--- config.mk ---
export PLATFORM = sky130hd
export DESIGN_NAME = radar_signal_gen
export DESIGN_NICKNAME = d
export VERILOG_FILES = /design/src/rtl/radar_signal_gen.sv
export SDC_FILE = /design/constraint.sdc
export NUM_CORES = 1
export LEC_CHECK = 0
export BUFFER_PORTS_ARGS = -buffer_cell sky130_fd_sc_hd__buf_4
export CAP_MARGIN = 5
export CORE_MARGIN = 2
export CORE_UTILIZATION = 30
export CTS_CLUSTER_SIZE = 24
export DETAILED_ROUTE_END_ITERATION = 10
export GPL_TIMING_DRIVEN = 0
export PLACE_DENSITY = 0.47
export REMOVE_ABC_BUFFERS = 1
export SLEW_MARGIN = 20
export SYNTH_ARGS = -nofsm -noshare
export SYNTH_HDL_FRONTEND = slang
export SYNTH_SLANG_ARGS = --single-unit
--- constraint.sdc ---
create_clock -name S_AXIS_ACLK -period 6 [get_ports S_AXIS_ACLK]
set_input_delay 0.9 -clock S_AXIS_ACLK [delete_from_list [all_inputs] [get_ports S_AXIS_ACLK]]
set_output_delay 0.9 -clock S_AXIS_ACLK [all_outputs]
set_load 0.005 [all_outputs]
--- src/rtl/radar_signal_gen.sv ---
// radar_signal_gen: synthetic radar timing generator producing ARP (north), ACP (azimuth
// increment) and TRIG (transmit) single-cycle pulses, paced by a microsecond strobe.
// Optional macro RADAR_GEN_CFG_LATCH_EN: when defined, CFG_* are captured into shadow
// registers on start and at every north, and validity is checked only at those points.
// When undefined, CFG_* are used live and validity is checked every cycle while running.
`timescale 1ns/1ps
module radar_signal_gen #(
  parameter int unsigned DATA_WIDTH = 32
) (
  input  logic                  S_AXIS_ACLK,
  input  logic                  S_AXIS_ARESETN,
  input  logic                  USEC_PE,
  input  logic                  ENABLE,
  input  logic [DATA_WIDTH-1:0] CFG_ARP_US,
  input  logic [DATA_WIDTH-1:0] CFG_ACP_CNT,
  input  logic [DATA_WIDTH-1:0] CFG_TRIG_US,
  output logic                  RADAR_ARP_PE,
  output logic                  RADAR_ACP_PE,
  output logic                  RADAR_TRIG_PE,
  output logic [DATA_WIDTH-1:0] ACP_IDX,
  output logic                  RUNNING,
  output logic                  CFG_ERR
);

  localparam int unsigned W = DATA_WIDTH;

  typedef enum logic [1:0] {StIdle, StStart, StRun} state_e;

  state_e       state_q, state_d;
  logic [W-1:0] arp_cnt_q, arp_cnt_d;
  logic [W-1:0] trig_cnt_q, trig_cnt_d;
  logic [W-1:0] acp_idx_q, acp_idx_d;
  logic [W:0]   acc_q, acc_d;
  logic         arp_pe_q, arp_pe_d;
  logic         acp_pe_q, acp_pe_d;
  logic         trig_pe_q, trig_pe_d;
  logic         cfg_err_q, cfg_err_d;

  // Effective configuration used by the tick datapath
  logic [W-1:0] arp_us, acp_cnt, trig_us;
  logic         cfg_valid;
  logic [W:0]   arp_next, trig_next, acc_sum;
  logic         arp_wrap, trig_wrap, acp_step;
  logic         do_tick, clr_cnt;

  // Validity is always judged on the live inputs; that is what gets latched or used next.
  assign cfg_valid = (CFG_ARP_US >= W'(2)) && (CFG_ACP_CNT != '0) &&
                     (CFG_ACP_CNT <= CFG_ARP_US) && (CFG_TRIG_US != '0);

`ifdef RADAR_GEN_CFG_LATCH_EN
  logic [W-1:0] arp_us_q, acp_cnt_q, trig_us_q;
  logic         latch_cfg;

  // Shadow config, captured on start and at every north
  always_ff @(posedge S_AXIS_ACLK or negedge S_AXIS_ARESETN) begin
    if (!S_AXIS_ARESETN) begin
      arp_us_q  <= '0;
      acp_cnt_q <= '0;
      trig_us_q <= '0;
    end else if (latch_cfg) begin
      arp_us_q  <= CFG_ARP_US;
      acp_cnt_q <= CFG_ACP_CNT;
      trig_us_q <= CFG_TRIG_US;
    end
  end

  assign arp_us  = arp_us_q;
  assign acp_cnt = acp_cnt_q;
  assign trig_us = trig_us_q;
`else
  assign arp_us  = CFG_ARP_US;
  assign acp_cnt = CFG_ACP_CNT;
  assign trig_us = CFG_TRIG_US;
`endif

  // One extra bit keeps the +1 and the accumulator sum from wrapping
  assign arp_next  = {1'b0, arp_cnt_q} + (W+1)'(1);
  assign trig_next = {1'b0, trig_cnt_q} + (W+1)'(1);
  assign acc_sum   = acc_q + {1'b0, acp_cnt};
  // >= rather than == so a period shortened below the running count wraps immediately
  assign arp_wrap  = arp_next >= {1'b0, arp_us};
  assign trig_wrap = trig_next >= {1'b0, trig_us};
  assign acp_step  = acc_sum >= {1'b0, arp_us};

  // Next-state, counter and pulse logic
  always_comb begin
    state_d    = state_q;
    arp_cnt_d  = arp_cnt_q;
    trig_cnt_d = trig_cnt_q;
    acc_d      = acc_q;
    acp_idx_d  = acp_idx_q;
    arp_pe_d   = 1'b0;
    acp_pe_d   = 1'b0;
    trig_pe_d  = 1'b0;
    cfg_err_d  = cfg_err_q;
    do_tick    = 1'b0;
    clr_cnt    = 1'b0;
`ifdef RADAR_GEN_CFG_LATCH_EN
    latch_cfg  = 1'b0;
`endif

    if (!ENABLE) begin
      state_d = StIdle;
      clr_cnt = 1'b1;
    end else begin
      unique case (state_q)
        StIdle: begin
          clr_cnt = 1'b1;
          if (cfg_valid) begin
            // The START cycle is the one in which the north pulses are visible
            state_d   = StStart;
            arp_pe_d  = 1'b1;
            acp_pe_d  = 1'b1;
            trig_pe_d = 1'b1;
            cfg_err_d = 1'b0;
`ifdef RADAR_GEN_CFG_LATCH_EN
            latch_cfg = 1'b1;
`endif
          end else begin
            cfg_err_d = 1'b1;
          end
        end
        StStart: begin
          clr_cnt = 1'b1;
          state_d = StRun;
        end
        StRun: begin
`ifdef RADAR_GEN_CFG_LATCH_EN
          if (USEC_PE) begin
            if (arp_wrap && !cfg_valid) begin
              cfg_err_d = 1'b1;
              state_d   = StIdle;
              clr_cnt   = 1'b1;
            end else begin
              do_tick   = 1'b1;
              latch_cfg = arp_wrap;
            end
          end
`else
          if (!cfg_valid) begin
            cfg_err_d = 1'b1;
            state_d   = StIdle;
            clr_cnt   = 1'b1;
          end else if (USEC_PE) begin
            do_tick = 1'b1;
          end
`endif
        end
        default: begin
          state_d = StIdle;
          clr_cnt = 1'b1;
        end
      endcase
    end

    if (do_tick) begin
      if (arp_wrap) begin
        arp_pe_d  = 1'b1;
        acp_pe_d  = 1'b1;
        arp_cnt_d = '0;
        acc_d     = '0;
        acp_idx_d = '0;
      end else begin
        arp_cnt_d = arp_next[W-1:0];
        // Bresenham spread: ACP_CNT/ARP_US pulses per tick, at most one per tick
        if (acp_step) begin
          acc_d     = acc_sum - {1'b0, arp_us};
          acp_pe_d  = 1'b1;
          acp_idx_d = acp_idx_q + W'(1);
        end else begin
          acc_d = acc_sum;
        end
      end
      // TRIG free-runs; it is deliberately not realigned at north
      if (trig_wrap) begin
        trig_pe_d  = 1'b1;
        trig_cnt_d = '0;
      end else begin
        trig_cnt_d = trig_next[W-1:0];
      end
    end

    if (clr_cnt) begin
      arp_cnt_d  = '0;
      trig_cnt_d = '0;
      acc_d      = '0;
      acp_idx_d  = '0;
    end
  end

  // State, counters and registered pulse outputs
  always_ff @(posedge S_AXIS_ACLK or negedge S_AXIS_ARESETN) begin
    if (!S_AXIS_ARESETN) begin
      state_q    <= StIdle;
      arp_cnt_q  <= '0;
      trig_cnt_q <= '0;
      acc_q      <= '0;
      acp_idx_q  <= '0;
      arp_pe_q   <= 1'b0;
      acp_pe_q   <= 1'b0;
      trig_pe_q  <= 1'b0;
      cfg_err_q  <= 1'b0;
    end else begin
      state_q    <= state_d;
      arp_cnt_q  <= arp_cnt_d;
      trig_cnt_q <= trig_cnt_d;
      acc_q      <= acc_d;
      acp_idx_q  <= acp_idx_d;
      arp_pe_q   <= arp_pe_d;
      acp_pe_q   <= acp_pe_d;
      trig_pe_q  <= trig_pe_d;
      cfg_err_q  <= cfg_err_d;
    end
  end

  assign RADAR_ARP_PE  = arp_pe_q;
  assign RADAR_ACP_PE  = acp_pe_q;
  assign RADAR_TRIG_PE = trig_pe_q;
  assign ACP_IDX       = acp_idx_q;
  assign RUNNING       = (state_q != StIdle);
  assign CFG_ERR       = cfg_err_q;

endmodule

==> metrics.sh <==
RUN_STATUS='finished, final reports clean'
MAX_CAP_VIOL_COUNT=0
POST-SYNTH-TOP-AREA-FRACTION_PCT=26.3
MAIN_COMBINATIONAL_CELL_FAMILY_BY_AREA_AFTER_SYNTHESIS='compound AO/OA/AOI/OAI gates'
YOSYS.CELL_TYPES.COUNT=74
VIAS_PER_CELL=5.44
YS.WARNINGS.COUNT=0
AVGSYNTHCELLAREA_UM2=8.30
SYNTH_SEQ_CELLS=135
POWER.DENSITY_mW_PER_MM2=182
WORST-SLEW-PIN-TRANSITION_NS=1.11
CTS.ROOT.BUFFER_CELL='clkbuf_16'
POSTROUTEANTENNANETS=0
CTS.SINKS=135
CRITICAL_PATH_PEAK_FANOUT=27
SYNTH_FA_HA_AREA_SHARE_PCT=16.2
GR-USAGE-ALL-LAYERS_PCT=19.7
SYNTH-MAIN-FF-CELL='dfrtp_1'
START_UTIL_PCT=30.5
FINAL.MIN_CLOCK_PERIOD_NS=5.70
CLOCK-SKEW-FINAL_NS=0.0175
GPL.FINAL_WEIGHTED_CONGESTION=0.865
TOTAL_GLOBAL_ROUTING_OVERFLOW=0
TRITONCTS='done'
CTS.HTREE.LEVELS=4
WORST_SLEW_MARGIN_REL_PCT=25.9
HOLD_SLACK_NS=0.378
SYNTH_EDF_COUNT=0
DRT-PASS1-ITER-COUNT=6
SYNTHMUXAREASHARE_PCT=1.48
STD_CELL_ROWS=75
CP-START-KIND='input port'
POSTSYNTHCELLCOUNT=1549
FINAL-MAX-SLEW-VIOLATION-COUNT=0
WL_PER_CELL_UM=19.5
DETAILED_PLACE.AREA_MM2=0.0146
DP.FINAL_HPWL_UM=33000
WORST_SETUP_PATH_END_KIND='flip-flop'
TIMING.FINAL.SETUP_VIOLATIONS=0
CTS_MAX_PATH_BUFFERS=2
FINALNONFILLERCELLS=2238
DRIVE_ABOVE_1_SHARE_PCT=14.3
FIRST_GLOBAL_VIAS=11800
FLOORPLAN.DIE.WIDTH_UM=211
POST-ROUTE-PERIOD-UTIL_PCT=94.9
SYNTH-COMPOUND-AREA-SHARE_PCT=24.1
CORE-AREA_MM2=0.0421
FINAL_DESIGN_AREA_NO_FILL_MM2=0.0155
FMAXACHIEVABLE_MHz=176
DESIGN.FINAL.NETS=1951
HOLD_VIOLATIONS_FINAL=0
ARRIVAL_NS=6.00
UTILIZATION_PCT=36.8
GRT_PASS1_WL_UM=67600
POWER.STATIC_LEAKAGE_uW=0.00739
YOSYSTOPAREACELL='dfrtp_1'
YOSYSSEQAREASHARE_PCT=26.3
YOSYS.AREA_SHARE.XOR_XNOR_PCT=7.83
SYN_TO_FINAL_GROWTH_PCT=20.7
HOLD_CLASS='input port to async pin'
BIGGEST_AREA_CONTRIBUTORS_IN_THE_SYNTHESIZED_NETLIST='dfrtp_1 26%, ha_1 16%, xnor2_1 5.0%'
DIODES=0
DRT_DRC_VIOLATIONS_LEFT=0
CLK_TRANSITION_REPORTED_PATHS_NS=0.07
VIAS=12200
ROUTED_WIRELENGTH_UM=43600
DRT-INITIAL-DRC-COUNT=823
IR_DROP_mV=0.196
SIMPLE_GATE_AREA_SHARE_OF_THE_YOSYS_NETLIST_PCT=19.8
WORSTSKEWPAIRLATENCY_NS=0.45
PORT_BUFFERS=136
GRT_START_MAX_NET_PINS=76
POST_SYNTH_INSTANCE_AREA_MM2=0.0129
GRT_ANTENNA_BEFORE_REPAIR=1
DIE-AREA_MM2=0.0445
TYPE_OF_THE_WORST_SETUP_PATH='input port to flip-flop'
NUMCTSBUFFERS=17
CP.REQUIRED_NS=6.31
SYNTHARSTFLOPSHARE_PCT=100
SETUP_REPAIR_AFTER_GLOBAL_ROUTING_MISSED_ITS_MARGIN='no'
IOS=137
DIE_H_UM=211
PLACE.DETAILED.INSTANCES=2189
## layout by cell type (no fill, tap or decap), types with 25 or more instances in the layout
cell type / instances
a21o_1: 43
buf_4: 149
xor2_1: 41
nand4_1: 47
dfrtp_1: 135
nor3_1: 25
nor2_1: 63
and3_1: 34
nand2_1: 163
ha_1: 162
xnor2_1: 74
inv_1: 94
a21oi_1: 108
a22o_1: 43
nor4_1: 30
o31ai_1: 25
nand3_1: 86
o21ai_0: 102
## flip-flops by register name, summed over array words and instances (netlist names)
signal	count
ACP_IDX	32
CFG_ERR	1
RADAR_ACP_PE	1
RADAR_ARP_PE	1
RADAR_TRIG_PE	1
acc_q	33
arp_cnt_q	32
state_q	2
trig_cnt_q	32
## final cells by class
type,count,area (um2)
clock buffer,17,425
fill,4372,26600
sequential,135,3380
inverter,95,358
timing repair buffer,160,1380
clock inverter,15,213
tap,539,674
multi-input combinational,1277,9090
## final timing paths
path	startpoint	endpoint	slack, ns	depth (start not counted)
min reg2reg	acc_q[12]	acc_q[12]	0.48	2
min in group S_AXIS_ACLK	acc_q[12]	acc_q[12]	0.48	2
max in group asynchronous	S_AXIS_ARESETN	acc_q[11]	4.82	2
max reg2reg	acc_q[0]	acc_q[25]	0.50	21
min	S_AXIS_ARESETN	trig_cnt_q[28]	0.38	1
max	CFG_ACP_CNT[0]	acc_q[25]	0.30	22
## report_power, final
| group | internal [uW] | leakage [uW] | switching, uW | total (uW) |
|---|---|---|---|---|
| Sequential | 920 | 0.00188 | 6.73 | 926 |
| Combinational | 287 | 0.00520 | 429 | 715 |
| Clock | 705 | 0.000307 | 479 | 1180 |
## synthesized netlist by cell type, types with 43 or more instances
| cell | number |
|---|---|
| a21o_1 | 43 |
| a21oi_1 | 110 |
| a22o_1 | 43 |
| dfrtp_1 | 135 |
| ha_1 | 163 |
| inv_1 | 94 |
| nand2_1 | 164 |
| nand3_1 | 87 |
| nand4_1 | 47 |
| nor2_1 | 64 |
| o21ai_0 | 103 |
| xnor2_1 | 74 |
## per-layer routing
metal  GRT usage (%)  part of all wire, %  vias to the layer above
met5               0                0.028                        -
met4            5.22                  1.6                        2
met3            2.93                  4.8                       31
met2            31.6                   45                      257
met1            27.7                   48                     5813
li1                -                    -                     6069
## critical path: stages
cell and delay (ns):
buf_4 0.12, ha_1 0.23, fa_1 0.45, a211oi_2 0.27, o21ai_2 0.14, o2111ai_4 0.28
a21oi_2 0.18, a311oi_2 0.33, o21bai_1 0.11, a21o_1 0.19, xor2_1 0.15, ha_1 0.34
a21o_1 0.17, a21o_1 0.17, a21oi_1 0.27, o21ai_0 0.17, a21oi_2 0.28, a31oi_4 0.25
or2_4 0.40, buf_12 0.20, mux2i_1 0.22, o21ai_0 0.11
## timing repair
| action | CTS | global route |
|---|---|---|
| pin swaps | 3 | 5 |
| resized for setup | 8 | 14 |
| buffers inserted | 6 | 9 |
| gates cloned | 2 | 0 |
| endpoints found under the setup margin | 91 | 82 |
| hold buffers | 0 | 0 |
| hold endpoints to repair | 0 | 0 |
## per-stage QoR
stage | worst slack, ns | TNS [ns] | power, uW
after floorplan | -1.43 | -67.92 | 1360
after global placement | -9.11 | -693.67 | 1600
after detailed placement | -1.30 | -61.52 | 1620
after CTS | 0.0314 | 0 | 2850
after global routing | 0.0274 | 0 | 2970
final | 0.305 | 0 | 2830
## kinds of logic (layout without fill, tap and decap cells)
logic type,after synthesis,count (layout)
adder cells (fa/ha/maj),165,165
XOR/XNOR,115,115
AND/OR/NAND/NOR,515,516
flip-flops,135,135
buffers and inverters,139,287
multiplexers,19,19
AO/OA/AOI/OAI,461,462
No activity file was read; power rests on OpenSTA's default activity.
